$ cat config.mk
export PLATFORM = sky130hd
export DESIGN_NAME = regfile_mp
export DESIGN_NICKNAME = d
export VERILOG_FILES = /design/src/rtl/regfile_mp.sv
export SDC_FILE = /design/constraint.sdc
export NUM_CORES = 1
export LEC_CHECK = 0
export CORE_MARGIN = 10
export CORE_UTILIZATION = 25
export CTS_BUF_LIST = sky130_fd_sc_hd__clkbuf_2 sky130_fd_sc_hd__clkbuf_4 sky130_fd_sc_hd__clkbuf_8
export DETAILED_ROUTE_END_ITERATION = 8
export PLACE_DENSITY = 0.46
export RECOVER_POWER = 25
export SETUP_SLACK_MARGIN = 0.05
export SYNTH_ARGS = -nofsm -noshare
export SYNTH_HDL_FRONTEND = slang
export SYNTH_SLANG_ARGS = --single-unit
$ cat constraint.sdc
create_clock -name clk -period 4.6 [get_ports clk]
set_clock_uncertainty 0.1 [all_clocks]
set_input_delay 0.92 -clock clk [delete_from_list [all_inputs] [get_ports clk]]
set_output_delay 0.92 -clock clk [all_outputs]
set_load 0.005 [all_outputs]
$ cat src/rtl/regfile_mp.sv
// Multi-read-port integer register file: registered reads with write-first bypass,
// hardwired-zero x0, a sequencer that zeroes the array after reset or clear, and a debug tap.
module regfile_mp #(
  parameter int XLEN    = 32,
  parameter int NREGS   = 32,
  parameter int NREAD   = 2,
  parameter int DBG_REG = 10,
  localparam int AW     = $clog2(NREGS)
) (
  input  logic                  clk,
  input  logic                  rst_n,
  input  logic                  clear,
  output logic                  ready,
  input  logic [NREAD*AW-1:0]   rd_addr,
  output logic [NREAD*XLEN-1:0] rd_data,
  input  logic                  we,
  input  logic [AW-1:0]         wr_addr,
  input  logic [XLEN-1:0]       wr_data,
  output logic [XLEN-1:0]       dbg_data
);

  typedef enum logic {
    S_CLEAR,
    S_READY
  } state_t;

  localparam logic [AW-1:0] FIRST_IDX = AW'(1);
  localparam logic [AW-1:0] LAST_IDX  = AW'(NREGS - 1);

  state_t          state_reg;
  state_t          state_next;
  logic [AW-1:0]   clr_cnt_reg;
  logic [AW-1:0]   clr_cnt_next;

  logic            mem_we;
  logic [AW-1:0]   mem_waddr;
  logic [XLEN-1:0] mem_wdata;
  logic            wr_live;

  logic [XLEN-1:0] mem [NREGS];

  // An architectural write only exists in READY and never targets x0.
  assign wr_live = (state_reg == S_READY) && we && (wr_addr != '0);
  assign ready   = (state_reg == S_READY);

  always_ff @(posedge clk or negedge rst_n) begin
    if (!rst_n) begin
      state_reg   <= S_CLEAR;
      clr_cnt_reg <= FIRST_IDX;
    end else begin
      state_reg   <= state_next;
      clr_cnt_reg <= clr_cnt_next;
    end
  end

  always_comb begin
    state_next   = state_reg;
    clr_cnt_next = clr_cnt_reg;
    mem_we       = 1'b0;
    mem_waddr    = wr_addr;
    mem_wdata    = wr_data;
    case (state_reg)
      S_CLEAR: begin
        // The sequencer owns the write port; x0 is never stored, so it starts at 1.
        mem_we       = 1'b1;
        mem_waddr    = clr_cnt_reg;
        mem_wdata    = '0;
        clr_cnt_next = clr_cnt_reg + FIRST_IDX;
        if (clr_cnt_reg == LAST_IDX) begin
          state_next = S_READY;
        end
      end
      S_READY: begin
        mem_we = wr_live;
        if (clear) begin
          state_next   = S_CLEAR;
          clr_cnt_next = FIRST_IDX;
        end
      end
      default: begin
        state_next   = S_CLEAR;
        clr_cnt_next = FIRST_IDX;
      end
    endcase
  end

  // Storage has no reset so it maps onto plain memory; zeroing is the sequencer's job.
  always_ff @(posedge clk) begin
    if (mem_we) begin
      mem[mem_waddr] <= mem_wdata;
    end
  end

  for (genvar gi = 0; gi < NREAD; gi++) begin : g_rd
    logic [AW-1:0]   addr;
    logic [XLEN-1:0] q_reg;

    assign addr = rd_addr[gi*AW +: AW];

    always_ff @(posedge clk or negedge rst_n) begin
      if (!rst_n) begin
        q_reg <= '0;
      end else if ((state_reg != S_READY) || (addr == '0)) begin
        q_reg <= '0;
      end else if (wr_live && (wr_addr == addr)) begin
        q_reg <= wr_data;
      end else begin
        q_reg <= mem[addr];
      end
    end

    assign rd_data[gi*XLEN +: XLEN] = q_reg;
  end

  if (DBG_REG == 0) begin : g_dbg_zero
    assign dbg_data = '0;
  end else begin : g_dbg
    localparam logic [AW-1:0] DBG_IDX = AW'(DBG_REG);
    logic [XLEN-1:0] dbg_reg;

    always_ff @(posedge clk or negedge rst_n) begin
      if (!rst_n) begin
        dbg_reg <= '0;
      end else if (state_reg != S_READY) begin
        dbg_reg <= '0;
      end else if (wr_live && (wr_addr == DBG_IDX)) begin
        dbg_reg <= wr_data;
      end else begin
        dbg_reg <= mem[DBG_IDX];
      end
    end

    assign dbg_data = dbg_reg;
  end

endmodule

==> results of run 1 <==
[power by group]
part | total (µW) | switching [µW] | internal [µW]
logic | 5050 | 3260 | 1790
registers | 13400 | 609 | 12800
clock network | 9720 | 4380 | 5340
[cells in the mapped netlist (2+ instances only)]
library cell  count  area (µm²)
o21ai_0           3        15.0
a21oi_1          97         485
clkbuf_1         99         372
nor2b_1          34         213
a31oi_1           2        12.5
buf_2            80         400
o22ai_1          35         219
o221ai_1         32         280
and3_1            3        18.8
nor2_1           40         150
nor3b_1           2        15.0
a32o_1           10         100
xnor2_1           9        78.8
a22oi_1         117         878
buf_4            24         180
and2_1           33         206
mux4_2          385        8670
ha_1              2        25.0
nand3_1           5        25.0
nand2_1         102         383
a211oi_1         63         473
nand3b_1          4        30.0
dfrtp_1         101        2530
a22o_1           23         201
a221oi_1         64         561
a21boi_0         32         240
mux2i_1         290        2900
buf_1            18        67.6
o21bai_1         32         240
xor2_1            3        26.3
a221o_1          32         320
edfxtp_1       1024       30700
buf_6            16         180
inv_1             5        18.8
[per-layer routing]
layer | share of wire [%] | vias to the layer above | wire length [µm]
met5 | 0 | - | 0
met4 | 3.5 | 0 | 6630
li1 | - | 12700 | -
met2 | 48 | 1110 | 90700
met1 | 43 | 16800 | 79700
met3 | 5.5 | 312 | 10200
[cell families after synthesis]
logic type	Yosys count
buffers and inverters	243
muxes	676
and+or+nand+nor	235
DFF	1126
xor gates and xnor gates	12
adders and majority gates	2
AOI/OAI and AO/OA	549
[critical path: stages, from the launching register on]
cell and delay, ps:
dfrtp_4 940, clkbuf_1 1170, and2_0 350, clkbuf_1 1040
[per-stage QoR]
step / total power [µW] / hold WS (ps)
4_1_cts: 28500 / 488
2_1_floorplan: 15900 / 437
5_1_grt: 29300 / 531
3_3_place_gp: 18700 / 483
3_5_place_dp: 18700 / 488
6_report: 28200 / 502
[layout make-up]
class                      count  share of cell area [%]
clock buffer                 278                    5.65
timing repair buffer         322                    5.57
tap                         2688                    5.46
inverter                       5                  0.0305
clock inverter                85                    1.07
antenna                        7                  0.0285
multi-input combinational   1474                    28.1
sequential                  1126                    54.1
[how the worst max path moves through the flow]
stage               slack [ps]           to  depth (start not counted)        from
detailed placement         750  mem[29][11]                          6  wr_addr[2]
CTS                        530        ready                          2       ready
global placement           730  mem[29][11]                          6  wr_addr[3]
floorplan                 1150    mem[0][0]                          5  wr_addr[2]
finish                     470  mem[26][19]                          3       ready
global route               290  mem[15][26]                          3       ready
[what timing repair did]
item | in CTS | in global routing
hold buffers | 1 | 0
hold endpoints to repair | 34 | 0
gates resized for setup | 0 | 0
==> flow_metrics.py, run 1 <==
metrics = {
    "floorplanning": {
        "floorplan.core_area_mm2": 0.205,
        "dieHeight_um": 474,
        "std_cell_rows": 166,
        "start_util_pct": 25.2,
        "dieWidth_um": 474,
        "ioPinCount": 148,
        "die_area_mm2": 0.225,
    },
    "synth": {
        "synth_mux_area_share_pct": 22.5,
        "yosys_warnings": 0,
        "ys_seq_elements": 1126,
        "synthesis.instances": 2843,
        "synth_edf_count": 1024,
        "ys.flop_type": "edfxtp_1",
        "postSynthAreaPerCell_um2": 18.1,
        "synthXorXnorAreaFrac_pct": 0.204,
        "sequential_to_total_area_share_from_yosys_stat_pct": 64.6,
        "synth_compound_area_share_pct": 7.98,
        "synth_top_family_by_area": "multiplexers",
        "synth_cell_type_count": 56,
        "yosys.area_share.simple_pct": 2.25,
        "synth_fp_nets": 2896,
        "mappedNetlistArea_mm2": 0.0515,
        "yosys.area_share.adder_pct": 0.0486,
        "ys_async_sr_fraction_pct": 9.06,
    },
    "routing": {
        "antenna_left": 0,
        "wl_um": 187000,
        "drc": 0,
        "detail_route.first_pass.iterations": 5,
        "post_drt_via_cell_ratio": 5.17,
        "wl_per_cell_um": 31.3,
        "dr_total_vias": 30900,
        "first_iter_violations": 2977,
    },
    "layout": {
        "drive_above_1_share_pct": 28.6,
        "final_cell_mix": "edfxtp_1 (1024), mux4_2 (385), mux2i_1 (290), clkbuf_8 (222), clkdlybuf4s50_1 (138)",
        "fillers": 20100,
        "largest_register_ffs": 1024,
        "final-instance-count-excl-fill": 5985,
        "postLayoutCoreUtil_pct": 30.1,
        "final_common_cell": "edfxtp_1",
        "areaGrowthSynthToFinish_pct": 19.5,
        "seqCellArea_mm2": 0.0333,
        "multiInputGateArea_mm2": 0.0173,
        "layout.nets": 3175,
        "post-route-cell-area_mm2": 0.0616,
    },
    "critical_path": {
        "startpoint_type": "flop",
        "worstSetupEndpointType": "flop",
        "rr_worst_depth": 3,
        "reg_to_reg_critical_path_startpoint": "ready",
        "critical_path_class": "flop to flop",
        "worst-endpoint-arrival_ps": 4520,
        "worstPathRequired_ps": 4990,
        "critical_path.max_fanout": 59,
        "r2r_slack_ps": 470,
        "critical_path.reg2reg.endpoint": "mem[26][19]",
    },
    "clock_network": {
        "cts_buffer_depth": 3,
        "insertion_delay_to_the_later_sink_of_the_worst_skew_pair_ps": 940,
        "clk_pin_slew_worst_paths_ps": 60,
        "number_of_h_tree_branching_levels": 4,
        "clock_root_cell": "clkbuf_8",
        "tritoncts": "done",
        "clkSinkCount": 1126,
        "cts_bufs_inserted": 193,
        "postCtsSetupBuffers": 0,
    },
    "sta": {
        "final_period_minus_worst_setup_slack_ps": 4130,
        "hold_viol": 0,
        "final_critical_path_setup_slack_ps": 467,
        "final-max-slew-violation-count": 336,
        "fin_tns_setup_ps": 0,
        "achievable-frequency_ghz": 0.242,
        "final.period_utilization_pct": 89.9,
        "slew_headroom_pct": -66.1,
        "rsz0062_at_grt": "false",
        "report.final.setup_viol": 0,
        "timing_worst_slew_pin_value_ps": 2490,
    },
    "placement": {
        "placement.io_buffers": 147,
        "dp_worst_setup_slack_ps": 755,
        "placed_cells_incl_taps": 5614,
        "place_area_mm2": 0.0575,
        "globalplace.congestion": 0.803,
        "post-dp-hpwl_um": 115000,
    },
    "global_route": {
        "grt_start_max_net_pins": 98,
        "grt.met3_usage_pct": 2.80,
        "globalRouteMet1Util_pct": 21.4,
        "grt_busiest_layer": "met2",
        "grt_pass1_wl_um": 260000,
        "global_route.usage.met2_pct": 26.9,
        "first_global_vias": 32200,
        "antenna_found_initial": 6,
        "grt_overflow": 0,
        "grt_usage_pct": 16.2,
    },
    "pwr": {
        "ir_worst_vdd_mv": 0.288,
        "power.leakage_uw": 0.0205,
        "power_density_over_the_cells_mw_per_mm2": 458,
    },
    "hold_path": {
        "worst_hold_path.num_cells": 2,
        "hold_path_class": "flop to flop",
        "min_to": "dbg_data[31]",
        "hold_start": "mem[10][31]",
    },
    "run_status": {
        "run_status": "finished, violations left",
        "violations": "max-capacitance violations, max-slew violations",
    },
    "flow_run": {
        "cap_viol_max_count": 13,
    },
}
Power figures use the tool's default switching activity.
==> run 2: changes to the inputs <==
- CTS_BUF_LIST: sky130_fd_sc_hd__clkbuf_2 sky130_fd_sc_hd__clkbuf_4 sky130_fd_sc_hd__clkbuf_8 -> sky130_fd_sc_hd__clkbuf_4
==> run 2 against run 1 <==
Effect of this change:
- the run still ends with max-capacitance violations, max-slew violations left
- global-route usage increased by 0.090 points
- power decreased by 1.5%
- non-clock buffer count unchanged
- clock power decreased by 4.2%
- largest cell class unchanged
==> flow_metrics.py, run 2 (synthesized netlist as in run 1, its figures left out) <==
metrics = {
    "sta": {
        "report.final.setup_viol": 0,
        "fin_tns_setup_ps": 0,
        "rsz0062_at_grt": "false",
        "final_period_minus_worst_setup_slack_ps": 4300,
        "final.hold.worst_slack_ps": 204,
        "final-max-slew-violation-count": 345,
        "hold_viol": 0,
        "slew_headroom_pct": -66.8,
        "achievable-frequency_ghz": 0.232,
        "timing_worst_slew_pin_value_ps": 2500,
        "final.period_utilization_pct": 93.5,
    },
    "layout": {
        "largest_register_ffs": 1024,
        "final_cell_mix": "edfxtp_1 (1024), clkbuf_4 (485), mux4_2 (385), mux2i_1 (290), clkdlybuf4s50_1 (138)",
        "fillers": 20300,
        "final-instance-count-excl-fill": 6181,
        "seqCellArea_mm2": 0.0333,
        "multiInputGateArea_mm2": 0.0173,
        "layout.nets": 3310,
        "areaGrowthSynthToFinish_pct": 19.3,
        "final_common_cell": "edfxtp_1",
        "drive_above_1_share_pct": 31.8,
    },
    "routing": {
        "first_iter_violations": 2801,
        "antenna_left": 0,
        "post_drt_via_cell_ratio": 5.16,
        "wl_per_cell_um": 30.5,
        "drc": 0,
        "detail_route.first_pass.iterations": 5,
        "dr_total_vias": 31900,
        "wl_um": 189000,
    },
    "floorplanning": {
        "dieWidth_um": 474,
        "start_util_pct": 25.2,
        "dieHeight_um": 474,
        "std_cell_rows": 166,
        "floorplan.core_area_mm2": 0.205,
        "ioPinCount": 148,
        "die_area_mm2": 0.225,
    },
    "global_route": {
        "grt_overflow": 0,
        "first_global_vias": 33500,
        "grt_start_max_net_pins": 98,
        "antenna_found_initial": 6,
        "grt_pass1_wl_um": 262000,
        "grt_usage_pct": 16.3,
    },
    "critical_path": {
        "critical_path_class": "flop to primary output",
        "crit_path_cell_trace": "buf_4 -> clkdlybuf4s50_1",
        "reg_to_reg_critical_path_startpoint": "ready",
        "startpoint_type": "flop",
        "r2r_slack_ps": 350,
        "worstSetupEndpointType": "primary output",
        "critical_path.startpoint": "ready",
        "timing.critical_path.max_delay_family": "buffers and inverters",
        "worst-endpoint-arrival_ps": 3280,
        "timing.critical_path.slowest_stage_cell": "dfrtp_4",
        "worstPathRequired_ps": 3580,
        "slowest_delay_ps": 940,
        "timing.critical_path.buf_inv": 2,
        "critical_path.max_fanout": 59,
    },
    "clock_network": {
        "insertion_delay_to_the_later_sink_of_the_worst_skew_pair_ps": 1320,
        "clock_root_cell": "clkbuf_4",
        "number_of_h_tree_branching_levels": 5,
        "ctsResizeCount": 0,
        "tritoncts": "done",
        "postCtsSetupBuffers": 0,
        "holdBufCountCts": 1,
        "clkSinkCount": 1126,
        "clk_pin_slew_worst_paths_ps": 70,
        "cts_bufs_inserted": 328,
        "cts_buffer_depth": 4,
    },
    "run_status": {
        "run_status": "finished, violations left",
        "violations": "max-capacitance violations, max-slew violations",
    },
    "pwr": {
        "p_comb_share_pct": 18.2,
        "power.share.switching_pct": 29.7,
        "fin_total_pwr_uw": 27800,
        "power.internal_uw": 19500,
        "seqPwrFrac_pct": 48.3,
        "ir_worst_vdd_mv": 0.247,
        "clkPwrFrac_pct": 33.5,
        "power.leakage_uw": 0.0207,
        "power_density_over_the_cells_mw_per_mm2": 452,
        "switching_power_uw": 8230,
    },
    "hold_path": {
        "hold_start": "rd_addr[4]",
        "hold_path_class": "input port to flop",
    },
    "flow_run": {
        "cap_viol_max_count": 12,
    },
    "placement": {
        "placed_cells_incl_taps": 5614,
        "placement.io_buffers": 147,
        "globalplace.congestion": 0.803,
        "post-dp-hpwl_um": 115000,
    },
}
[run 2: changes by cell type in the layout (fill, tap and decap cells not counted), sizes merged]
cell      change
buf           +1
bufinv        -5
clkbuf      +206
clkinv        -1
clkinvlp      -5
diode         +7
inv           -7
[run 2: area by class of cell]
class / count / area share (%)
flip-flops and latches: 1126 / 54.2
clock inverters: 67 / 0.554
diodes: 14 / 0.0570
clock buffers: 485 / 5.93
well taps: 2688 / 5.47
repair buffers: 322 / 5.61
multi-input cells: 1474 / 28.1
inverters: 5 / 0.0305
[run 2: power groups by stage]
stage                     Combinational [µW]  Clock (µW)  Sequential [µW]
after floorplan                         2600           0            13300
after global placement                  5110           0            13600
after detailed placement                5120           0            13600
after CTS                               5130        9610            13400
after global routing                    5310       10200            13500
final                                   5050        9310            13400
[run 2: worst paths after layout]
check                                   end  cells after the start
max                                   ready                      2
min                        g_rd[0].q_reg[7]                      5
max reg2reg                      mem[9][23]                      3
min reg2reg                     dbg_data[1]                      2
max in group asynchronous             ready                      2
min in group asynchronous      dbg_data[23]                      2
[run 2: metal layers]
metal	vias up	part of all wire [%]	wire length, µm	global-route usage, %
met5	-	0	0	0
met4	0	3.9	7310	6.90
met1	17100	42	78900	21.0
li1	13100	-	-	-
met2	1311	48	91300	26.9
met3	342	5.9	11100	3.12
[run 2: worst min-delay path, delay by kind of cell]
| family | cells | cell delay [ps] |
|---|---|---|
| AOI/OAI and AO/OA | 4 | 440 |
| buffers and inverters | 1 | 190 |
[run 2: per-stage QoR]
step                      instance area, µm²  utilization (%)  setup WS [ps]
after floorplan                        51500                -           1150
after global placement                 57500             28.1            733
after detailed placement               57500             28.1            755
after CTS                              61500             30.0            129
after global routing                   61400             30.0            107
final                                  61400             30.0            298
